**src/rtl/ac_control_pkg.sv**
```systemverilog
// ac_control_pkg: opcode and FSM state encodings shared by the accumulator block and its bench
package ac_control_pkg;
   typedef enum logic [2:0] {
      AC_OP_NOP   = 3'd0,
      AC_OP_LOAD  = 3'd1,
      AC_OP_WRALU = 3'd2,
      AC_OP_CLR   = 3'd3,
      AC_OP_INC   = 3'd4,
      AC_OP_DEC   = 3'd5,
      AC_OP_SHL   = 3'd6,
      AC_OP_SHR   = 3'd7
   } ac_op_e;
   typedef enum logic {
      AC_ST_IDLE  = 1'b0,
      AC_ST_SHIFT = 1'b1
   } ac_state_e;
endpackage

```
**src/rtl/ac_control_if.sv**
```systemverilog
// ac_control_if: control-unit <-> accumulator request/status bundle
interface ac_control_if
   import ac_control_pkg::*;
#(parameter int WIDTH = 8) ();
   ac_op_e           op;
   logic             op_valid;
   logic [WIDTH-1:0] data_in;
   logic [WIDTH-1:0] alu_in;
   logic             alu_carry;
   logic [WIDTH-1:0] ac_out;
   logic             zero;
   logic             neg;
   logic             carry;
   logic             busy;
   logic             done;
   modport master (output op, op_valid, data_in, alu_in, alu_carry,
                   input ac_out, zero, neg, carry, busy, done);
   modport slave  (input op, op_valid, data_in, alu_in, alu_carry,
                   output ac_out, zero, neg, carry, busy, done);
endinterface

```
**src/rtl/ac_shift_step.sv**
```systemverilog
// ac_shift_step: one-bit left/right shift of the accumulator (dir=1 is right)
// AC_SHIFT_ROTATE_EN defined: rotate; undefined: logical shift with zero fill
module ac_shift_step #(parameter int WIDTH = 8) (
   input  logic [WIDTH-1:0] value,
   input  logic             dir,
   output logic [WIDTH-1:0] shifted,
   output logic             bit_out
);
   always_comb begin
      bit_out = dir ? value[0] : value[WIDTH-1];
`ifdef AC_SHIFT_ROTATE_EN
      shifted = dir ? {value[0], value[WIDTH-1:1]} : {value[WIDTH-2:0], value[WIDTH-1]};
`else
      shifted = dir ? {1'b0, value[WIDTH-1:1]} : {value[WIDTH-2:0], 1'b0};
`endif
   end
endmodule

```
**src/rtl/ac_control.sv**
```systemverilog
// ac_control: accumulator register, flags and bit-serial shift FSM with busy/done handshake
// Shift flavour selected by AC_SHIFT_ROTATE_EN (see ac_shift_step)
module ac_control
   import ac_control_pkg::*;
#(
   parameter int WIDTH = 8,
   parameter int CNT_W = 3
) (
   input logic         clk,
   input logic         rst,
   ac_control_if.slave bus
);
   ac_state_e        state;
   logic [WIDTH-1:0] ac, sh;
   logic [CNT_W-1:0] cnt, n;
   logic             dir, bit_out, c, busy_r, done_r;
   assign n = bus.data_in[CNT_W-1:0];
   ac_shift_step #(.WIDTH(WIDTH)) u_step (.value(ac), .dir(dir), .shifted(sh), .bit_out(bit_out));
   always_ff @(posedge clk or posedge rst) begin
      if (rst) begin
         state  <= AC_ST_IDLE;
         ac     <= '0;
         c      <= 1'b0;
         cnt    <= '0;
         dir    <= 1'b0;
         busy_r <= 1'b0;
         done_r <= 1'b0;
      end else begin
         done_r <= 1'b0;
         case (state)
            AC_ST_IDLE: if (bus.op_valid) begin
               case (bus.op)
                  AC_OP_LOAD:  ac <= bus.data_in;
                  AC_OP_WRALU: {c, ac} <= {bus.alu_carry, bus.alu_in};
                  AC_OP_CLR:   {c, ac} <= '0;
                  AC_OP_INC:   {c, ac} <= {1'b0, ac} + {{WIDTH{1'b0}}, 1'b1};
                  AC_OP_DEC:   {c, ac} <= {1'b0, ac} - {{WIDTH{1'b0}}, 1'b1};
                  default:     ;
               endcase
               // zero-length shifts complete like any single-cycle op
               if ((bus.op == AC_OP_SHL || bus.op == AC_OP_SHR) && n != '0) begin
                  state  <= AC_ST_SHIFT;
                  busy_r <= 1'b1;
                  cnt    <= n;
                  dir    <= bus.op == AC_OP_SHR;
               end else
                  done_r <= 1'b1;
            end
            AC_ST_SHIFT: begin
               ac  <= sh;
               c   <= bit_out;
               cnt <= cnt - CNT_W'(1);
               if (cnt == CNT_W'(1)) begin
                  state  <= AC_ST_IDLE;
                  busy_r <= 1'b0;
                  done_r <= 1'b1;
               end
            end
            default: state <= AC_ST_IDLE;
         endcase
      end
   end
   assign bus.ac_out = ac;
   assign bus.zero   = ac == '0;
   assign bus.neg    = ac[WIDTH-1];
   assign bus.carry  = c;
   assign bus.busy   = busy_r;
   assign bus.done   = done_r;
endmodule
```
**src/flat_wrapper.sv**
```systemverilog
// flat-port wrapper written by rule: the top's interface ports become plain ports
module ac_control_flat import ac_control_pkg::*;
#(
   parameter int WIDTH = 8,
   parameter int CNT_W = 3
)
  (clk, rst, bus_op, bus_op_valid, bus_data_in, bus_alu_in, bus_alu_carry, bus_ac_out, bus_zero, bus_neg, bus_carry, bus_busy, bus_done);
  ac_control_if #(.WIDTH(WIDTH)) bus_i ();
  input logic clk;
  input logic rst;
  input wire logic [$bits(bus_i.op)-1:0] bus_op;
  input wire logic [$bits(bus_i.op_valid)-1:0] bus_op_valid;
  input wire logic [$bits(bus_i.data_in)-1:0] bus_data_in;
  input wire logic [$bits(bus_i.alu_in)-1:0] bus_alu_in;
  input wire logic [$bits(bus_i.alu_carry)-1:0] bus_alu_carry;
  output wire logic [$bits(bus_i.ac_out)-1:0] bus_ac_out;
  output wire logic [$bits(bus_i.zero)-1:0] bus_zero;
  output wire logic [$bits(bus_i.neg)-1:0] bus_neg;
  output wire logic [$bits(bus_i.carry)-1:0] bus_carry;
  output wire logic [$bits(bus_i.busy)-1:0] bus_busy;
  output wire logic [$bits(bus_i.done)-1:0] bus_done;
  assign bus_i.op = bus_op;
  assign bus_i.op_valid = bus_op_valid;
  assign bus_i.data_in = bus_data_in;
  assign bus_i.alu_in = bus_alu_in;
  assign bus_i.alu_carry = bus_alu_carry;
  assign bus_ac_out = bus_i.ac_out;
  assign bus_zero = bus_i.zero;
  assign bus_neg = bus_i.neg;
  assign bus_carry = bus_i.carry;
  assign bus_busy = bus_i.busy;
  assign bus_done = bus_i.done;
  ac_control #(.WIDTH(WIDTH), .CNT_W(CNT_W)) u_core (.clk(clk), .rst(rst), .bus(bus_i));
endmodule
```
**config.mk**
```make
export PLATFORM = sky130hd
export DESIGN_NAME = ac_control_flat
export DESIGN_NICKNAME = d
export VERILOG_FILES = /design/src/rtl/ac_control_pkg.sv /design/src/rtl/ac_control_if.sv /design/src/rtl/ac_shift_step.sv /design/src/rtl/ac_control.sv /design/src/flat_wrapper.sv
export SDC_FILE = /design/constraint.sdc
export NUM_CORES = 1
export LEC_CHECK = 0
export CAP_MARGIN = 25
export CORE_ASPECT_RATIO = 1.5
export CORE_MARGIN = 5
export CORE_UTILIZATION = 50
export CTS_CLUSTER_DIAMETER = 100
export DETAILED_ROUTE_END_ITERATION = 8
export MAX_ROUTING_LAYER = met4
export PLACE_DENSITY = 0.84
export REMOVE_ABC_BUFFERS = 1
export SLEW_MARGIN = 20
export SYNTH_ARGS = -nofsm -noshare
export SYNTH_HDL_FRONTEND = slang
export SYNTH_SLANG_ARGS = --single-unit
export TNS_END_PERCENT = 20
```
**constraint.sdc**
```tcl
create_clock -name clk -period 2.1 [get_ports clk]
set_input_delay 0.315 -clock clk [delete_from_list [all_inputs] [get_ports clk]]
set_output_delay 0.315 -clock clk [all_outputs]
set_load 0.01 [all_outputs]
```
==> impl_metrics.ini, run 1 <==
[critical_path]
r2r_slack_ns = 0.36
cp-end-kind = primary output
required_ns = 1.78
crit_fanout = 12
crit_path_start = u_core.bus.ac_out[2]$_DFFE_PP0P_
crit_end = bus_zero
crit_type = flop to primary output
arrival_ns = 1.70
regToRegEndpoint = u_core.bus.ac_out[5]$_DFFE_PP0P_
reg2reg_from = u_core.bus.ac_out[2]$_DFFE_PP0P_
ff2ff_path_depth = 4
cp-start-kind = flop

[cts]
cts_setup_buffers = 0
clk_pin_slew_ns = 0.07
ctsHoldBuffers = 0
clk_latency_ns = 0.26
clock_path_buffers = 2
root_buffer = clkbuf_8
cts_resized = 0
clock_sinks = 16
htree_levels = 1
cts_tree = done
cts_buffers = 3

[route]
avgRoutedWirePerCell_um = 19.90
drt_iter0_drc = 127
route.detailed.drc = 0
dr_total_vias = 1710
final_antenna_net_count = 0
dr.pass1.iters = 4
finalWirelength_mm = 5.273
viasPerCell = 6.453

[grt]
grt_pass1_vias = 1819
gr-max-usage-layer = met2
grtUsageMet3_pct = 3.941
use_met2_pct = 47.16
grt_pass1_wl_mm = 8.804
grt_max_degree = 20
grt_overflow = 0
antenna_found_initial = 0
grt_use_met1_pct = 26.62
grtUsageTotal_pct = 25.46

[timing]
fin_skew_ns = 0.003146
setup_viol = 0
rsz0062_at_grt = false
tns_ns = 0
fin_ws_ns = 0.08045
relSlewSlack_pct = 54.11
worstMarginPinSlew_ns = 0.6875
slew_violations = 0
fin_crit_sh_pct = 96.17
hold_viol = 0
period_needed_ns = 2.020
hold_slack_ns = 0.4598
max_freq_mhz = 495.2

[logic_synthesis]
synthCells = 181
syn_area_per_cell_um2 = 8.551
synthArstFlopShare_pct = 100.0
synth-edff-count = 0
yosys.cell_types.count = 54
ys_seq_elements = 16
synth_flop_cell = dfrtp_1
syn-cell-area_mm2 = 0.001548
ys_seq_area_share_pct = 25.87
yosysWarningCount = 0

[place]
gp_congestion = 1.014
numPlacedInstances = 261
dp_worst_setup_slack_ns = 0.06298
io_buffers = 35
hpwlAfterDp_mm = 3.948

[floorplan]
die_x_um = 55.43
io_pins = 36
core-area_mm2 = 0.002943
initial_core_util_pct = 52.59
core.rowCount = 24
fp.dieArea_mm2 = 0.004331
fp.dieH_um = 78.14

[status]
status = completed

[finish]
final_common_cell = clkdlybuf4s50_1
drive_gt1_share_pct = 15.93
synthToLayoutAreaGrowth_pct = 33.95
fillers = 263
final_nets = 255
layout.cells.non_filler = 265
diodes = 0
layout_common_cells = 35 x clkdlybuf4s50_1, 18 x buf_4, 16 x dfrtp_1, 15 x a21oi_1, 14 x inv_1

[power]
pwr_density_cell_mw_per_mm2 = 1243
peakVddDrop_mv = 0.7877
leakage_nw = 0.8966
power_mw = 2.576

[run]
cap_violations = 0

[min_path]
hold_class = primary input to async pin
## synth_stat cells, types with 2 or more instances
cell type | instances | area share (%)
inv_1 | 14 | 3.4
o31ai_1 | 3 | 1.5
xnor2_1 | 2 | 1.1
and4_1 | 2 | 1.1
nand2_1 | 11 | 2.7
nor2_1 | 13 | 3.2
o21a_1 | 3 | 1.5
ha_1 | 5 | 4.0
a32o_1 | 2 | 1.3
dfrtp_1 | 16 | 26
nand4_1 | 3 | 1.2
buf_2 | 4 | 1.3
nor3_1 | 2 | 0.65
a21o_1 | 2 | 0.97
buf_4 | 4 | 1.9
mux2i_1 | 10 | 6.5
a22oi_1 | 2 | 0.97
nand2b_1 | 4 | 1.6
a21oi_1 | 15 | 4.9
o211ai_1 | 5 | 2.4
a211oi_1 | 4 | 1.9
clkbuf_1 | 3 | 0.73
and2_1 | 2 | 0.81
o22ai_1 | 2 | 0.81
buf_6 | 2 | 1.5
nand3_1 | 5 | 1.6
o32ai_1 | 2 | 1.1
a32oi_1 | 2 | 1.1
and4b_2 | 2 | 1.5
nor2b_1 | 4 | 1.6
a31oi_1 | 3 | 1.2
o21ai_0 | 5 | 1.6
a221oi_1 | 2 | 1.1
## critical path, cell delays in order, from the launching register on
cell and delay, ns:
dfrtp_1 0.56, nor2_1 0.16, and4_1 0.19, clkdlybuf4s50_1 0.53
## power by group
| part | leakage [nW] | switching, mW | internal [mW] |
|---|---|---|---|
| Sequential | 0.191 | 0.234 | 0.464 |
| Clock | 0.0288 | 0.116 | 0.167 |
| Combinational | 0.677 | 0.834 | 0.761 |
## sequential cells by signal, summed over array words and instances, names as in the netlist
name / count
u_core.bus.carry: 1
u_core.bus.busy: 1
u_core.dir: 1
u_core.cnt: 3
u_core.bus.ac_out: 8
u_core.bus.done: 1
u_core.state: 1
## final cells by class
type	count	area (µm²)	share of cell area [%]
inverter	14	52.55	2.535
sequential	16	400.4	19.31
multi-input combinational	138	1011	48.76
timing repair buffer	54	505.5	24.38
tap	39	48.80	2.354
clock buffer	4	55.05	2.655
## worst min-delay path by stage
stage | to | slack (ns) | depth (start not counted)
3_5_place_dp | u_core.bus.busy$_DFFE_PP0P_ | 0.50 | 1
2_1_floorplan | u_core.bus.ac_out[0]$_DFFE_PP0P_ | 0.23 | 1
3_3_place_gp | u_core.bus.busy$_DFFE_PP0P_ | 0.48 | 1
4_1_cts | u_core.state$_DFF_PP0_ | 0.47 | 2
5_1_grt | u_core.bus.busy$_DFFE_PP0P_ | 0.50 | 2
6_report | u_core.cnt[0]$_DFFE_PP0P_ | 0.46 | 2
## through the flow
| stage | instance area, µm² | utilization [%] |
|---|---|---|
| 3_5_place_dp | 2018 | 68.58 |
| 6_report | 2073 | 70.45 |
| 2_1_floorplan | 1464 | - |
| 5_1_grt | 2073 | 70.45 |
| 4_1_cts | 2073 | 70.45 |
| 3_3_place_gp | 2018 | 68.58 |
## cell families after synthesis
| logic type | count (synthesis) | synth area share [%] |
|---|---|---|
| adder cells (fa/ha/maj) | 5 | 4.042 |
| buffers and inverters | 27 | 8.812 |
| flip-flops | 16 | 25.87 |
| multiplexers | 11 | 7.195 |
| AO/OA/AOI/OAI | 63 | 30.48 |
| AND/OR/NAND/NOR | 57 | 22.47 |
| XOR/XNOR | 2 | 1.132 |
## metal layers
| layer | part of all wire [%] | routed length (µm) |
|---|---|---|
| met5 | 0 | 0 |
| met4 | 2.1 | 113 |
| met3 | 8.1 | 426 |
| met2 | 55 | 2875 |
| met1 | 35 | 1857 |
Power figures use the tool's default switching activity.
==> inputs of run 2 (changes only) <==
- CORE_MARGIN: 5 -> not set
- REMOVE_ABC_BUFFERS: 1 -> not set
- TNS_END_PERCENT: 20 -> 1
==> impl_metrics.ini, run 2 (same netlist as run 1, synthesis figures left out) <==
[floorplan]
core.rowCount = 24
core-area_mm2 = 0.002913
initial_core_util_pct = 53.14
fp.dieH_um = 70.14
die_x_um = 47.43
fp.dieArea_mm2 = 0.003326
io_pins = 36

[route]
avgRoutedWirePerCell_um = 17.56
final_antenna_net_count = 0
dr_total_vias = 1643
drt_iter0_drc = 76
route.detailed.drc = 0
finalWirelength_mm = 4.636
dr.pass1.iters = 4
viasPerCell = 6.223

[cts]
cts_setup_buffers = 0
cts_buffers = 3
ctsHoldBuffers = 0
htree_levels = 1
cts_tree = done
clock_sinks = 16
clock_path_buffers = 2
cts_resized = 0
clk_latency_ns = 0.25
root_buffer = clkbuf_8
clk_pin_slew_ns = 0.07

[finish]
diodes = 0
register_area_um2 = 400.4
synthToLayoutAreaGrowth_pct = 33.47
multiInputGateArea_mm2 = 0.001011
fillers = 240
layout.cells.non_filler = 264
largest_reg_flops = 8
layout_common_cells = 35 x clkdlybuf4s50_1, 17 x buf_4, 16 x dfrtp_1, 15 x a21oi_1, 14 x inv_1
final_common_cell = clkdlybuf4s50_1
final_nets = 254
drive_gt1_share_pct = 15.56

[critical_path]
required_ns = 1.78
arrival_ns = 1.64
critPathMaxStageDelay_ns = 0.53
crit_slowest_cell = clkdlybuf4s50_1
critPathTopFamily = buffers and inverters
crit_cells = 3
crit_type = flop to primary output
path_cells = nor2_1, and4_1, clkdlybuf4s50_1
cp-start-kind = flop
ff2ff_path_depth = 4
reg2reg_from = u_core.bus.ac_out[2]$_DFFE_PP0P_
r2r_slack_ns = 0.44
cp-end-kind = primary output
crit_fanout = 6
crit_path_start = u_core.bus.ac_out[7]$_DFFE_PP0P_
cp_num_buf_inv = 1

[timing]
worstMarginPinSlew_ns = 0.6805
rsz0062_at_grt = false
fin_ws_ns = 0.1475
slew_violations = 0
hold_viol = 0
max_freq_mhz = 512.2
setup_viol = 0
period_needed_ns = 1.953
fin_skew_ns = 0.003039
hold_slack_ns = 0.4607
relSlewSlack_pct = 54.58
tns_ns = 0
fin_crit_sh_pct = 92.98

[grt]
grt_pass1_wl_mm = 7.548
grt_max_degree = 17
grtUsageTotal_pct = 32.08
grt_overflow = 0
antenna_found_initial = 0
grt_pass1_vias = 1664

[run]
cap_violations = 0

[place]
dp_worst_setup_slack_ns = 0.03896
gp_congestion = 0.9589
hpwlAfterDp_mm = 3.682
numPlacedInstances = 260
io_buffers = 35

[logic_synthesis]
syn-num-nets = 209

[power]
leakage_nw = 0.8923
power_mw = 2.525
peakVddDrop_mv = 0.8294
pwr_density_cell_mw_per_mm2 = 1223

[min_path]
hold_class = primary input to async pin

[status]
status = completed
-- run 2: cell types whose count changed in the layout (fill, tap and decap cells not counted), sizes merged --
cell / delta
buf: -1
-- run 2: path summary, 6_finish.rpt --
path / endpoint
max reg2reg: u_core.bus.ac_out[5]$_DFFE_PP0P_
min: u_core.bus.ac_out[7]$_DFFE_PP0P_
max: bus_zero
max in group asynchronous: u_core.dir$_DFFE_PP0P_
min in group clk: u_core.bus.busy$_DFFE_PP0P_
min reg2reg: u_core.bus.busy$_DFFE_PP0P_
-- run 2: final cells by class --
type,instances,share of cell area (%)
Clock buffer,4,2.665
Inverter,14,2.544
Tap cell,39,2.362
Multi-Input combinational cell,138,48.94
Sequential cell,16,19.38
Timing Repair Buffer,53,24.11
-- run 2: power by group --
part	total, mW	internal (mW)	switching (mW)
registers	0.655	0.465	0.190
logic	1.59	0.772	0.816
clock network	0.283	0.167	0.117
total	2.53	1.40	1.12
-- run 2: metal layers --
| metal | vias to the layer above | wire, µm | GRT usage (%) |
|---|---|---|---|
| met5 | - | 0 | - |
| met4 | 0 | 204 | 16.83 |
| met3 | 14 | 240 | 4.134 |
| met2 | 74 | 2386 | 50.53 |
| met1 | 785 | 1805 | 37.81 |
| li1 | 770 | - | - |
-- run 2: stage by stage --
step	instance area [µm²]	utilization, %
2_1_floorplan	1548	-
3_3_place_gp	2011	69.03
3_5_place_dp	2011	69.03
4_1_cts	2066	70.92
5_1_grt	2066	70.92
6_report	2066	70.92
